--- config.mk ---
export PLATFORM = sky130hd
export DESIGN_NAME = castle_pan_ramp_flat
export DESIGN_NICKNAME = d
export VERILOG_FILES = /design/src/rtl/castle_pan_ramp_if.sv /design/src/rtl/castle_pan_ramp.sv /design/src/flat_wrapper.sv
export SDC_FILE = /design/constraint.sdc
export NUM_CORES = 1
export LEC_CHECK = 0
export BUFFER_PORTS_ARGS = -buffer_cell sky130_fd_sc_hd__buf_4
export CORE_ASPECT_RATIO = 1.4
export CORE_MARGIN = 5
export CORE_UTILIZATION = 45
export CTS_CLUSTER_DIAMETER = 200
export DETAILED_ROUTE_END_ITERATION = 8
export PLACE_DENSITY = 0.63
export RECOVER_POWER = 50
export SETUP_SLACK_MARGIN = 0.5
export SKIP_CTS_REPAIR_TIMING = 1
export SLEW_MARGIN = 20
export SYNTH_ARGS = -nofsm -noshare
export SYNTH_HDL_FRONTEND = slang
export SYNTH_SLANG_ARGS = --single-unit
--- constraint.sdc ---
create_clock -name clk -period 4.78 [get_ports clk]
set_clock_uncertainty 0.1 [all_clocks]
set_input_delay 0.239 -clock clk [delete_from_list [all_inputs] [get_ports clk]]
set_output_delay 0.239 -clock clk [all_outputs]
set_load 0.05 [all_outputs]
--- src/rtl/castle_pan_ramp_if.sv ---
// Pan-stage bus: CPU pan write, mono sample input, and the registered stereo outputs.
interface castle_pan_ramp_if #(parameter int unsigned W = 16);
  logic                pan_we;
  logic [2:0]          pan_din;
  logic                sample;
  logic signed [W-1:0] snd_in;
  logic signed [W-1:0] left;
  logic signed [W-1:0] right;
  logic                sample_out;
  logic                busy;
  logic [2:0]          pan_cur;

  modport master (
    output pan_we, pan_din, sample, snd_in,
    input  left, right, sample_out, busy, pan_cur
  );

  modport slave (
    input  pan_we, pan_din, sample, snd_in,
    output left, right, sample_out, busy, pan_cur
  );
endinterface

--- src/rtl/castle_pan_ramp.sv ---
// Stereo pan stage: splits a mono sample into L/R using quarter-unit gains that
// ramp one step per sample toward the targets decoded from the CPU pan code.
module castle_pan_ramp #(
  parameter int unsigned W = 16
) (
  input logic               clk,
  input logic               rst_n,
  castle_pan_ramp_if.slave  bus
);

  localparam int unsigned GW = 3;
  localparam int unsigned PW = W + 4;

  typedef enum logic {IDLE, RAMP} state_t;

  state_t              state, state_n;
  logic [GW-1:0]       gl, gr, tl, tr;
  logic [GW-1:0]       gl_n, gr_n, tl_n, tr_n;
  logic [2:0]          pan_cur, pan_cur_n;
  logic signed [W-1:0] left, right, left_n, right_n;
  logic                sample_out, sample_out_n;
  logic                busy, busy_n;
  logic signed [PW-1:0] prod_l, prod_r;

  // Pan code to (L,R) target gains in quarter units.
  function automatic logic [2*GW-1:0] pan_map(input logic [2:0] code);
    logic [2*GW-1:0] m;
    case (code)
      3'd0:    m = {3'd4, 3'd0};
      3'd1:    m = {3'd4, 3'd1};
      3'd2:    m = {3'd4, 3'd2};
      3'd3:    m = {3'd4, 3'd3};
      3'd4:    m = {3'd4, 3'd4};
      3'd5:    m = {3'd3, 3'd4};
      3'd6:    m = {3'd2, 3'd4};
      default: m = {3'd1, 3'd4};
    endcase
    return m;
  endfunction

  function automatic logic [GW-1:0] step_to(input logic [GW-1:0] g, input logic [GW-1:0] t);
    logic [GW-1:0] r;
    r = g;
    if (g < t)      r = g + GW'(1);
    else if (g > t) r = g - GW'(1);
    return r;
  endfunction

  always_ff @(posedge clk) begin
    if (!rst_n) begin
      state      <= IDLE;
      gl         <= GW'(4);
      gr         <= GW'(4);
      tl         <= GW'(4);
      tr         <= GW'(4);
      pan_cur    <= 3'd4;
      left       <= '0;
      right      <= '0;
      sample_out <= 1'b0;
      busy       <= 1'b0;
    end else begin
      state      <= state_n;
      gl         <= gl_n;
      gr         <= gr_n;
      tl         <= tl_n;
      tr         <= tr_n;
      pan_cur    <= pan_cur_n;
      left       <= left_n;
      right      <= right_n;
      sample_out <= sample_out_n;
      busy       <= busy_n;
    end
  end

  // Next-state: a write retargets first, so a same-cycle strobe already steps toward the new target.
  always_comb begin
    state_n      = state;
    gl_n         = gl;
    gr_n         = gr;
    tl_n         = tl;
    tr_n         = tr;
    pan_cur_n    = pan_cur;
    left_n       = left;
    right_n      = right;
    sample_out_n = 1'b0;
    busy_n       = busy;

    // Products always use the gains held before this strobe's step.
    prod_l = PW'(bus.snd_in) * PW'($signed({1'b0, gl}));
    prod_r = PW'(bus.snd_in) * PW'($signed({1'b0, gr}));

    if (bus.pan_we) begin
      pan_cur_n    = bus.pan_din;
      {tl_n, tr_n} = pan_map(bus.pan_din);
    end

    if (bus.sample) begin
      gl_n         = step_to(gl, tl_n);
      gr_n         = step_to(gr, tr_n);
      left_n       = W'(prod_l >>> 2);
      right_n      = W'(prod_r >>> 2);
      sample_out_n = 1'b1;
    end

    case (state)
      IDLE:    if (gl_n != tl_n || gr_n != tr_n) state_n = RAMP;
      RAMP:    if (gl_n == tl_n && gr_n == tr_n) state_n = IDLE;
      default: state_n = IDLE;
    endcase
    busy_n = (state_n == RAMP);
  end

  assign bus.left       = left;
  assign bus.right      = right;
  assign bus.sample_out = sample_out;
  assign bus.busy       = busy;
  assign bus.pan_cur    = pan_cur;

endmodule

--- src/flat_wrapper.sv ---
// flat-port wrapper written by rule: the top's interface ports become plain ports
module castle_pan_ramp_flat 
#(
  parameter int unsigned W = 16
)
  (clk, rst_n, bus_pan_we, bus_pan_din, bus_sample, bus_snd_in, bus_left, bus_right, bus_sample_out, bus_busy, bus_pan_cur);
  castle_pan_ramp_if #(.W(W)) bus_i ();
  input logic clk;
  input logic rst_n;
  input wire logic [$bits(bus_i.pan_we)-1:0] bus_pan_we;
  input wire logic [$bits(bus_i.pan_din)-1:0] bus_pan_din;
  input wire logic [$bits(bus_i.sample)-1:0] bus_sample;
  input wire logic [$bits(bus_i.snd_in)-1:0] bus_snd_in;
  output wire logic [$bits(bus_i.left)-1:0] bus_left;
  output wire logic [$bits(bus_i.right)-1:0] bus_right;
  output wire logic [$bits(bus_i.sample_out)-1:0] bus_sample_out;
  output wire logic [$bits(bus_i.busy)-1:0] bus_busy;
  output wire logic [$bits(bus_i.pan_cur)-1:0] bus_pan_cur;
  assign bus_i.pan_we = bus_pan_we;
  assign bus_i.pan_din = bus_pan_din;
  assign bus_i.sample = bus_sample;
  assign bus_i.snd_in = bus_snd_in;
  assign bus_left = bus_i.left;
  assign bus_right = bus_i.right;
  assign bus_sample_out = bus_i.sample_out;
  assign bus_busy = bus_i.busy;
  assign bus_pan_cur = bus_i.pan_cur;
  castle_pan_ramp #(.W(W)) u_core (.clk(clk), .rst_n(rst_n), .bus(bus_i));
endmodule
# ---- Yosys cells after proc, flatten, opt, wreduce, memory -nomap -nowiden
# Index checks and enable logic that the tools add are counted.
dict set report word_totals {
  reg_bits 49
  latch_bits 0
  ram_bits 0
  mem_bits_ro 0
  inputBits 23
  output_inout_bits 37
  word_cells 46
  n_memories 0
}
dict set report classes {
  addsub 4
  multipliers 2
  div 0
  order_cmp 4
  eq_ne 10
  shift 0
  mux 13
  bitwise_logic 1
  reduce_logical 3
}
# op n
set op_table {}
lappend op_table {{one-hot mux 6 bit (7 select lines)} 1}
lappend op_table {{multiplier 16 x 4 -> 18 bit} 2}
lappend op_table {{2-to-1 mux 3 bit} 8}
lappend op_table {{equality test 3 bit (second input constant)} 3}
lappend op_table {{adder 3 x 1 -> 3 bit (second input constant)} 2}
lappend op_table {{equality test 3 x 2 -> 1 bit (second input constant)} 2}
lappend op_table {{equality test 3 bit} 2}
lappend op_table {{greater-than comparator 3 bit} 2}
lappend op_table {{less-than comparator 3 bit} 2}
lappend op_table {{inequality test 3 bit} 2}
lappend op_table {{subtractor 3 x 1 -> 3 bit (second input constant)} 2}
lappend op_table {{equality test 3 x 1 -> 1 bit (second input constant)} 1}
lappend op_table {{zero test 3 bit} 1}
lappend op_table {{2-to-1 mux 1 bit} 3}
lappend op_table {{one-hot mux 1 bit (2 select lines)} 1}
lappend op_table {{logical AND 1 bit} 1}
lappend op_table {{logical OR 1 bit} 1}
lappend op_table {{inverter 1 bit} 1}

# ---- Logic depth before layout (Yosys ltp)
# Gate-level depths: netlist (run 1).
dict set report depth {
  word_depth 11
  depth_mapped 15
}

# ---- Worst setup path before layout (run 1)
# OpenSTA, ideal clock, no wires.
dict set report synth_path {
  kind {reg-to-reg}
  start {register u_core.gr[1]}
  end {register u_core.right[14], in the netlist u_core.bus.right[14]}
  setup_time_ns 0.127
  arrival_time_ns 3.405
  t_required_ns 4.553
  path_slack_ns 1.148
  stages_incl_launch_ff 16
  period_less_slack_ns 3.632
  cell_sequence {dfxtp_1 -> buf_2 -> clkbuf_1 -> and2_1 -> ha_1 -> inv_1 -> fa_1 -> inv_1 -> fa_1 -> a21o_1 -> a21oi_1 -> o21bai_1 -> a2111oi_4 -> o31ai_2 -> nor4b_1 -> nor3_1}
}
dict set report synth_between {
  elab_chain_len 1
}
# element line
set synth_lines {}
lappend synth_lines {{from (decl)} castle_pan_ramp.sv:17} ;# logic [GW-1:0] gl, gr, tl, tr;
lappend synth_lines {{from (signal assigned)} castle_pan_ramp.sv:64} ;# gr <= gr_n;
lappend synth_lines {{multiplier 16 x 4 -> 18 bit} castle_pan_ramp.sv:90} ;# prod_r = PW'(bus.snd_in) * PW'($signed({1'b0, gr}));
lappend synth_lines {{to (signal assigned)} castle_pan_ramp.sv:69} ;# right <= right_n;
lappend synth_lines {{to (decl)} castle_pan_ramp.sv:20} ;# logic signed [W-1:0] left, right, left_n, right_n;
# No other way between the ends.
# A chain may end at the register's enable or synchronous reset.

# ---- Final worst setup path (run 1)
dict set report layout_path {
  start {input port bus_sample}
  end {register u_core.busy, in the netlist u_core.bus.busy}
}
dict set report layout_between {
  elab_chain_len 5
  elab_cells_between_ends 11
  cone_classes {eq/ne: 4; mux: 5; reduce/logical: 2}
}
# element line
set layout_lines {}
lappend layout_lines {{from (decl)} flat_wrapper.sv:12} ;# input wire logic [$bits(bus_i.sample)-1:0] bus_sample;
lappend layout_lines {{2-to-1 mux 3 bit} castle_pan_ramp.sv:97} ;# if (bus.sample) begin
lappend layout_lines {{equality test 3 bit / inequality test 3 bit (equally long branches)} {castle_pan_ramp.sv:107, castle_pan_ramp.sv:106}}
lappend layout_lines {{logical AND 1 bit / logical OR 1 bit (equally long branches)} {castle_pan_ramp.sv:107, castle_pan_ramp.sv:106}}
lappend layout_lines {{2-to-1 mux 1 bit (on tied branches)} {castle_pan_ramp.sv:107, castle_pan_ramp.sv:106}}
lappend layout_lines {{one-hot mux 1 bit (2 select lines) (*)} castle_pan_ramp.sv:105} ;# case (state)
lappend layout_lines {{to (signal assigned)} castle_pan_ramp.sv:71} ;# busy <= busy_n;
lappend layout_lines {{to (decl)} castle_pan_ramp.sv:22} ;# logic busy, busy_n;
# Every way passes the cells marked *; elsewhere a longest branch is shown, timed or not.

==> results of run 1 <==
[stage by stage]
stage | instance area (sq um) | worst slack, ps | cells | util [%]
after floorplan | 5607 | 1148 | 707 | -
after global placement | 6138 | 1092 | 891 | 50.10
after detailed placement | 6138 | 973.0 | 891 | 50.10
after CTS | 6296 | 940.5 | 899 | 51.39
after global routing | 6150 | 421.5 | 899 | 50.19
final | 6150 | 806.6 | 899 | 50.19
[power breakdown]
part           switching (mW)  internal, mW
Combinational            1.62          1.03
Clock                   0.164         0.222
Sequential              0.138         0.531
[routing by layer]
| metal | GRT usage (%) | up-vias | wire (um) |
|---|---|---|---|
| met5 | 0 | - | 0 |
| met4 | 6.821 | 0 | 377 |
| met3 | 1.725 | 20 | 314 |
| met2 | 33.82 | 78 | 6949 |
| met1 | 20.15 | 2282 | 5495 |
| li1 | - | 2396 | - |
[kinds of logic after synthesis]
group	count (synthesis)	synth area share [%]
XOR/XNOR	39	6.628
AO/OA/AOI/OAI	126	15.38
adder cells (fa/ha/maj)	101	26.56
multiplexers	16	2.901
buffers and inverters	153	10.47
flip-flops	49	17.50
AND/OR/NAND/NOR	223	20.58
[critical path, stage by stage]
cell,delay [ps]
clkbuf_1,1670
inv_1,1140
a21o_1,430
xnor2_2,170
xor2_1,220
a41oi_1,130
[flip-flops by register name (all words and copies together) (netlist names)]
signal and cells:
u_core.bus.pan_cur 3, u_core.gl 3, u_core.tr 3, u_core.bus.right 16
u_core.tl 3, u_core.bus.busy 1, u_core.bus.left 16, u_core.bus.sample_out 1
u_core.gr 3
[final cells by class]
type,instances,area [sq um]
Clock buffer,7,152.6
Tap cell,150,187.7
Fill cell,1278,6102
Sequential cell,49,980.9
Timing Repair Buffer,61,311.5
Multi-Input combinational cell,505,4039
Clock inverter,1,5.005
Inverter,126,473.0
[cell usage in the layout, fill, tap and decap left out, drive strengths merged, types with 10 or more instances in the layout]
master,count
dfxtp,49
nand2b,10
inv,125
a21o,16
nor2,45
nand3,13
xnor2,30
a21oi,33
buf,22
clkbuf,46
o21ai,26
mux2i,14
ha,71
fa,30
nand2,56
and2,65
[final timing paths]
path,startpoint,to,cells past startpoint
worst min register to register,u_core.bus.pan_cur[0],u_core.bus.pan_cur[0],2
worst max register to register,u_core.gl[1],u_core.bus.left[14],13
worst max-delay path,bus_sample,u_core.bus.busy,6
worst min-delay path,bus_pan_din[1],u_core.bus.pan_cur[1],3
==> metrics.md, run 1 <==
| Metric | Value |
|---|---|
| Vias per cell | between 5 and 6 |
| Hold WS | 139.9 ps |
| Die Ht | between 100 and 150 um |
| Max Cap Viol | 1 |
| DR pass1 iterations | 5 |
| Die width | between 100 and 150 um |
| Final HPWL DP | approximately 10000 um |
| Via count | between 4000 and 5000 |
| Starting DRC count in detailed routing | around 170 |
| Core Footprint | 0.01225 sq mm |
| Die area | between 0.01 and 0.015 sq mm |
| Avg Cell Area, Syn | between 7 and 8 sq um |
| Total Routing Usage GR | between 10% and 20% |
| Post-synth EDFFs | 0 |
| Htree depth | 2 |
| Setup-failing EPs final | 0 |
| Status | complete, but fails checks |
| Wire per inst | between 10 and 15 um |
| Syn. warnings | 0 |
| Diode count | 0 |
| Initial antenna violation count | 0 |
| Synth cell types | 64 |
| Detailed Route WL | 13140 um |
| CTS Root Cell | clkbuf_16 |
| Number of global-route vias before repair | about 4700 |
| Crit Path Max Fanout | between 50 and 60 |
| Routed Antenna Nets | 0 |
| Slew @ Worst Pin | around 2400 ps |
| RSZ-0062 raised after global routing | no |
| Clk Latency, worst-skew pair | a little under 300 ps |
| Pin count of the biggest net entering global routing | 52 |
| Power per cell area | 602.2 mW/mm^2 |
| Post-Synthesis Net Count | about 830 |
| Yosys reg bits | between 40 and 50 |
| Fmax | roughly 0.25 GHz |
| Starting Density | between 40% and 50% |
| Routability Congestion | just under 0.9 |
| Final hold viol count | 0 |
| Synth top area cells | dfxtp_1 17%, ha_1 16%, fa_1 11%, inv_1 8.4%, and2_1 7.3% |
| Area Growth Syn to Fin | 9.685% |
| Worst hold path type | primary input to register |
| Most frequent cell after synthesis | inv_1 |
| Commonest cells post-synth | 126 x inv_1, 71 x ha_1, 65 x and2_1 |
| Post-synth top area cell | dfxtp_1 |
| Longest Clk Path Bufs | 2 |
| Crit path DAT | between 4000 and 5000 ps |
| Crit share post-route | between 80 and 90% |
| Ys flop type | dfxtp_1 |
| Pleak | 3.038 nW |
| Critical Path Source Type | primary input |
| Critical path class | primary input to register |
| IO buf count | between 50 and 60 |
| Share of Yosys cell area claimed by the top area cell type | ~17% |
| Worst-path clk slew | roughly 70 ps |
| Final #Nets | 872 |
| # IOs | 60 |
| Clock buffer count from CTS | 5 |
| First-pass GRT wire length | about 22000 um |
| Gr ovfl total | 0 |
| Final slew viol count | between 50 and 60 |
| DRC viols | 0 |
| # rows | 48 |
| CTS tree | done |
| Design Power | about 3.7 mW |
| Worst slew margin | -58.56% |
| Cell area after synthesis | between 0.005 and 0.006 sq mm |
| Share of post-route cells with drive strength above 1 | 5.607% |
| Mapped Cells | approximately 700 |
| Async set-reset flop share out of synthesis | 0% |
| Failing checks | capacitance limit, slew limit |
| Data required, critical path | 4820 ps |
| CP endpoint kind | register |
| Fin Setup TNS | 0 ps |
| Sequential-to-total area share from yosys stat | between 10% and 20% |
| Worst vdd ir | 191.5 uV |
| R2R Setup Slk | between 900 and 1000 ps |
| Minimum clock period | 3973 ps |
| Clock Sink Count | 49 |
Note: power is estimated with default switching activity, not from simulation.
==> run 2: changes to the inputs <==
--- a/config.mk
+++ b/config.mk
@@ -5,6 +5,7 @@
 export SDC_FILE = /design/constraint.sdc
 export NUM_CORES = 1
 export LEC_CHECK = 0
+export ABC_AREA = 1
 export BUFFER_PORTS_ARGS = -buffer_cell sky130_fd_sc_hd__buf_4
 export CORE_ASPECT_RATIO = 1.4
 export CORE_MARGIN = 5
==> constraint.sdc (replaced) <==
create_clock -name clk -period 3.9 [get_ports clk]
set_clock_uncertainty 0.1 [all_clocks]
set_input_delay 0.195 -clock clk [delete_from_list [all_inputs] [get_ports clk]]
set_output_delay 0.195 -clock clk [all_outputs]
set_load 0.05 [all_outputs]
==> run 2 against run 1 <==
The flow still finishes with violations (capacitance limit, slew limit). Critical path type is now register to register. Routed wire length is 2.3% higher. Design area rose by 5.8%. Area after synthesis is 3.5% higher. Clock power grew 34%. Largest cell class unchanged. Hold slack worse by 53 ps. Non-clock buffer count increased by 7.
==> metrics.md, run 2 <==
| Metric | Value |
|---|---|
| Failing checks | capacitance limit, slew limit |
| Status | complete, but fails checks |
| Slowest CP cell | fa_1 |
| Synth top area cells | dfxtp_1 17%, inv_1 16%, ha_1 15%, nand2_1 13%, fa_1 10% |
| Data required, critical path | between 3000 and 4000 ps |
| Starting DRC count in detailed routing | 185 |
| Gate power share | 65.5% |
| Crit share post-route | 81.09% |
| Grt met3 use | about 1.6% |
| # IOs | 60 |
| Wire per inst | approximately 12 um |
| Number of global-route vias before repair | ~5200 |
| Setup-failing EPs final | 0 |
| CP delay by family, top | adder cells |
| Worst slew margin | -5.548% |
| WHS Endpoint | u_core.bus.pan_cur[2] |
| Clk network pwr share | around 15% |
| Clock Sink Count | just under 50 |
| Fin Setup TNS | 0 ps |
| First-pass GRT wire length | about 23000 um |
| Yosys reg bits | 49 |
| Die width | roughly 110 um |
| Pint | 1.700 mW |
| Detailed Route WL | 13450 um |
| Longest Clk Path Bufs | 2 |
| Commonest non-fill, non-tap cells in the layout | 245 x inv_1, 201 x nand2_1, 69 x ha_1, 56 x nor2_1, 44 x dfxtp_1 |
| DR pass1 iterations | 4 |
| Minimum clock period | roughly 3200 ps |
| Share of post-route cells with drive strength above 1 | roughly 8.4% |
| Fmax | 0.3162 GHz |
| Largest regs | u_core.bus.left: 16 flops, u_core.bus.right: 16 flops |
| Die Ht | approximately 140 um |
| Sw Share | 51.23% |
| R2R Setup Slk | 740 ps |
| Layout Cells excl Fill | between 1000 and 1500 |
| FF-to-FF path depth | 19 |
| Worst reg2reg startpoint | u_core.gl[2] |
| Core Footprint | approximately 0.013 sq mm |
| Worst vdd ir | 206.5 uV |
| Htree depth | 2 |
| Met1 Use GR | a little over a fifth |
| GR met2 Demand/Resource | about a third |
| Initial antenna violation count | 0 |
| Clk Latency, worst-skew pair | about 300 ps |
| # rows | 49 |
| Starting Density | a little under half |
| Gr ovfl total | 0 |
| Hold path startpoint | bus_pan_din[2] |
| Vias per cell | ~5 |
| NetSw | around 1.8 mW |
| Final slew viol count | 31 |
| Async set-reset flop share out of synthesis | 0% |
| Worst setup startpoint | u_core.gl[2] |
| Final HPWL DP | 10720 um |
| Cell area after synthesis | 0.005804 sq mm |
| DRC viols | 0 |
| Worst-path clk slew | about 70 ps |
| Via count | approximately 5300 |
| Pin count of the biggest net entering global routing | 40 |
| Ys flop type | dfxtp_1 |
| Commonest cells post-synth | 245 x inv_1, 201 x nand2_1, 71 x ha_1 |
| Pleak | between 4 and 5 nW |
| Crit Path Max Fanout | 13 |
| Commonest non-fill, non-tap cell in the layout | inv_1 |
| Top Usage Layer GRT | met2 |
| Diode count | 0 |
| Slew @ Worst Pin | ~1600 ps |
| Final #Nets | 1058 |
| Seq pwr share | just under 20% |
| Clock buffer count from CTS | 5 |
| Hold path depth | 3 |
| Reg2reg end | u_core.bus.left[10] |
| Synth cell types | 42 |
| CP endpoint kind | register |
| Area Growth Syn to Fin | 12.09% |
| Crit path DAT | between 3000 and 4000 ps |
| Crit-path cells | buf_6 > nand2_1 > inv_1 > ha_1 > inv_1 > fa_1 > inv_1 > fa_1 > nand3_1 > nand2_1 > a21oi_2 > o21ai_1 > inv_1 > nor2_1 > nor3_1 > nand3b_1 > nand2_1 > nand2_1 > inv_1 |
| Post-Synthesis Net Count | between 1000 and 1500 |
| CTS Root Cell | clkbuf_16 |
| IO buf count | 59 |
| Post-synth top area cell | dfxtp_1 |
| Crit path top cell by count | inv_1 |
| Most frequent cell after synthesis | inv_1 |
| RSZ-0062 raised after global routing | yes |
| Worst Path Buf+Inv | 6 |
| Max incr delay on CP | 510 ps |
| Routability Congestion | around 0.90 |
| Total Routing Usage GR | ~18% |
| Mapped Cells | just under 900 |
| Max Cap Viol | 1 |
| Avg Cell Area, Syn | about 6.6 sq um |
| Final hold viol count | 0 |
| Syn. warnings | 0 |
| CTS tree | done |
| Post-synth EDFFs | 0 |
| Routed Antenna Nets | 0 |
| Critical path class | register to register |
| Critical Path Source Type | register |
| Die area | 0.01530 sq mm |
| Placed cells | approximately 1100 |
| Worst hold path type | primary input to register |
| Sequential-to-total area share from yosys stat | between 10% and 20% |
| Share of Yosys cell area claimed by the top area cell type | ~17% |
| Power per cell area | between 500 and 600 mW/mm^2 |
run 2: per-stage QoR:
| stage | cell area, sq um | hold WS, ps | total power [mW] | util, % | setup slack (ps) |
|---|---|---|---|---|---|
| global placement | 6371 | 342.2 | 2.999 | 49.96 | 521.7 |
| global route | 6506 | 104.9 | 3.871 | 51.02 | 460.4 |
| finish | 6506 | 87.41 | 3.486 | 51.02 | 737.6 |
| CTS | 6544 | 84.31 | 3.538 | 51.31 | 512.7 |
| floorplan | 5804 | 239.6 | 2.465 | - | 650.3 |
| detailed placement | 6371 | 351.1 | 3.000 | 49.96 | 533.1 |
run 2: worst min-delay path: stages:
cell and delay [ps]:
buf_4 100, nand2_1 80, nand3_1 80
run 2: how the worst max path moves through the flow:
stage,to,slack (ps),depth (start not counted)
2_1_floorplan,u_core.bus.right[10],650,20
3_3_place_gp,u_core.bus.left[10],520,19
3_5_place_dp,u_core.bus.left[10],530,19
4_1_cts,u_core.bus.left[10],510,19
5_1_grt,u_core.bus.right[13],460,16
6_report,u_core.bus.left[10],740,19
run 2: layout make-up:
cell class,instances,area [sq um]
fill,1418,6246
tap,153,191.4
inverter,250,943.4
sequential,49,989.7
timing repair buffer,68,375.4
multi-input combinational,560,3834
clock buffer,7,142.6
clock inverter,1,30.03
run 2: metal layers:
layer  part of all wire [%]  vias to the layer above  wire (um)
met3                    2.5                       20        330
met4                    2.0                        0        267
met5                      0                        -          0
met1                     43                     2443       5717
met2                     53                       82       7128
li1                       -                     2746          -
run 2: kinds of logic (layout without fill, tap and decap cells):
| group | count (synthesis) | in the layout | share of synthesized area, % |
|---|---|---|---|
| buffers and inverters | 274 | 326 | 18.06 |
| DFF | 49 | 49 | 16.90 |
| AOI/OAI and AO/OA | 102 | 102 | 10.15 |
| adders and majority gates | 101 | 101 | 25.65 |
| and+or+nand+nor | 333 | 333 | 25.61 |
| xor gates and xnor gates | 24 | 24 | 3.621 |
run 2: power groups by stage:
stage               Clock, mW  Combinational (mW)  Sequential [mW]
finish                  0.519                2.28            0.685
global route            0.549                2.62            0.703
CTS                     0.531                2.32            0.683
detailed placement          0                2.31            0.694
global placement            0                2.31            0.693
floorplan                   0                1.54            0.924
==> run 3: changes to the inputs <==
--- a/config.mk
+++ b/config.mk
@@ -5,14 +5,14 @@
 export SDC_FILE = /design/constraint.sdc
 export NUM_CORES = 1
 export LEC_CHECK = 0
-export ABC_AREA = 1
+export ABC_AREA = 0
 export BUFFER_PORTS_ARGS = -buffer_cell sky130_fd_sc_hd__buf_4
 export CORE_ASPECT_RATIO = 1.4
 export CORE_MARGIN = 5
 export CORE_UTILIZATION = 45
 export CTS_CLUSTER_DIAMETER = 200
 export DETAILED_ROUTE_END_ITERATION = 8
-export PLACE_DENSITY = 0.63
+export PLACE_DENSITY = 0.65
 export RECOVER_POWER = 50
 export SETUP_SLACK_MARGIN = 0.5
 export SKIP_CTS_REPAIR_TIMING = 1
==> constraint.sdc (replaced) <==
create_clock -name clk -period 2.6 [get_ports clk]
set_clock_uncertainty 0.1 [all_clocks]
set_input_delay 0.13 -clock clk [delete_from_list [all_inputs] [get_ports clk]]
set_output_delay 0.13 -clock clk [all_outputs]
set_load 0.05 [all_outputs]
==> run 3 against run 2 <==
The flow finishes with violations (capacitance limit, slew limit, setup timing). Power rose to 2.7 times the previous value. Final cell count decreased by 5.2%. Die area fell by 3.1%. Count of clock-buffer cells in the layout down 1. Largest cell class unchanged. Largest power group unchanged. Highest routed layer unchanged.
==> metrics.md, run 3 (synthesized netlist as in run 1, its figures left out) <==
| Metric | Value |
|---|---|
| Hold WS | between 30 and 40 ps |
| Core Footprint | between 0.01 and 0.015 sq mm |
| # IOs | 60 |
| Fmax | around 0.3 GHz |
| IO buf count | between 50 and 60 |
| Final slew viol count | 28 |
| Top Usage Layer GRT | met2 |
| Final HPWL DP | 12080 um |
| Gr ovfl total | 0 |
| Critical Path Source Type | register |
| Clock buffer count from CTS | 5 |
| Crit Path Max Fanout | 4 |
| DRC viols | 0 |
| Design Power | roughly 9.5 mW |
| CTS tree | done |
| Failing checks | capacitance limit, slew limit, setup timing |
| Worst-path clk slew | about 70 ps |
| CP endpoint kind | register |
| # rows | 48 |
| DR pass1 iterations | 4 |
| Detailed Route WL | between 15000 and 20000 um |
| Crit share post-route | 127.6% |
| Htree depth | 2 |
| Critical path class | register to register |
| Grt met3 use | around 2.1% |
| Slew @ Worst Pin | 1538 ps |
| Die area | 0.01482 sq mm |
| GR met2 Demand/Resource | 38.93% |
| Routability Congestion | about 0.86 |
| Worst hold path type | primary input to register |
| Share of post-route cells with drive strength above 1 | between 30% and 40% |
| Diode count | 0 |
| Vias per cell | 5.203 |
| Final hold viol count | 0 |
| Starting DRC count in detailed routing | about 150 |
| Pleak | slightly below 4 nW |
| Setup-failing EPs final | 40 |
| Largest regs | u_core.bus.left: 16 flops, u_core.bus.right: 16 flops |
| Placed cells | 1000 |
| Area Growth Syn to Fin | 44.41% |
| Data required, critical path | ~2700 ps |
| Setup slack after layout | -717.9 ps |
| Max Cap Viol | 1 |
| Via count | approximately 5400 |
| Clock Sink Count | a little under 50 |
| Crit path DAT | about 3400 ps |
| Die width | ~100 um |
| Commonest non-fill, non-tap cells in the layout | 151 x buf_4, 105 x inv_1, 54 x nand2_1, 49 x and2_1 |
| Met1 Use GR | a little over a fifth |
| Worst vdd ir | about 650 uV |
| Power per cell area | 1175 mW/mm^2 |
| Layout Cells excl Fill | approximately 1000 |
| Commonest non-fill, non-tap cell in the layout | buf_4 |
| CTS Root Cell | clkbuf_16 |
| Worst slew margin | -2.525% |
| Starting Density | 45.76% |
| Final #Nets | 1004 |
| First-pass GRT wire length | 24680 um |
| Pin count of the biggest net entering global routing | 31 |
| Status | complete, but fails checks |
| Die Ht | between 100 and 150 um |
| Total Routing Usage GR | about 20% |
| Minimum clock period | ~3300 ps |
| Clk Latency, worst-skew pair | approximately 300 ps |
| Routed Antenna Nets | 0 |
| Longest Clk Path Bufs | 2 |
| Number of global-route vias before repair | roughly 5400 |
| Wire per inst | roughly 16 um |
| Fillcell total | ~1000 |
| Initial antenna violation count | 0 |
| RSZ-0062 raised after global routing | yes |
## run 3: changes by cell type in the layout (fill, tap and decap cells not counted), sizes merged, moves of 22 or more
cell   before  now
inv       250  126
and2        0   65
nand3      42   13
nand2     213   56
buf        31  167
xnor2       8   30
## run 3: worst max-delay path, stage by stage (launching register included)
cell      delay (ps)
dfxtp_4          370
and2_4           170
ha_4             260
inv_2             30
fa_1             550
inv_2             50
buf_4            140
ha_4             240
a21o_1           160
nand4_1          130
a21oi_2          250
o211ai_1         160
a21boi_1         220
mux2i_1          240
o311ai_1         120
## run 3: final timing paths
check / end / startpoint / slack [ps] / cells past startpoint
max: u_core.bus.right[11] / u_core.gr[2] / -720 / 14
min: u_core.bus.pan_cur[1] / bus_pan_din[1] / 30 / 3
max reg2reg: u_core.bus.right[11] / u_core.gr[2] / -720 / 14
min reg2reg: u_core.bus.right[10] / u_core.bus.right[10] / 380 / 2
## run 3: area by class of cell
cell class / count / area (sq um) / area share, %
clock inverters: 2 / 16.27 / 0.2009
clock buffers: 6 / 138.9 / 1.715
flip-flops and latches: 49 / 1001 / 12.36
repair buffers: 193 / 1429 / 17.65
multi-input cells: 505 / 4851 / 59.91
well taps: 150 / 187.7 / 2.318
inverters: 126 / 473.0 / 5.841
## run 3: power breakdown
part	internal [mW]	total (mW)	switching [mW]
clock network	0.388	0.711	0.323
registers	0.996	1.17	0.172
logic	3.64	7.64	4.00
## run 3: routing by layer
| metal | up-vias | wire length [um] | part of all wire (%) |
|---|---|---|---|
| li1 | 2656 | - | - |
| met1 | 2598 | 6207 | 39 |
| met2 | 84 | 8877 | 55 |
| met3 | 26 | 380 | 2.4 |
| met4 | 0 | 552 | 3.4 |
| met5 | - | 0 | 0 |
## run 3: per-stage QoR
stage | utilization, % | setup WS, ps | area, sq um | TNS (ps)
2_1_floorplan | - | -693.9 | 6038 | -8922
5_1_grt | 66.08 | -792.0 | 8097 | -22420
3_3_place_gp | 59.92 | -569.1 | 7341 | -9506
3_5_place_dp | 59.92 | -594.3 | 7341 | -10800
4_1_cts | 61.18 | -628.5 | 7496 | -11530
6_report | 66.08 | -717.9 | 8097 | -15970
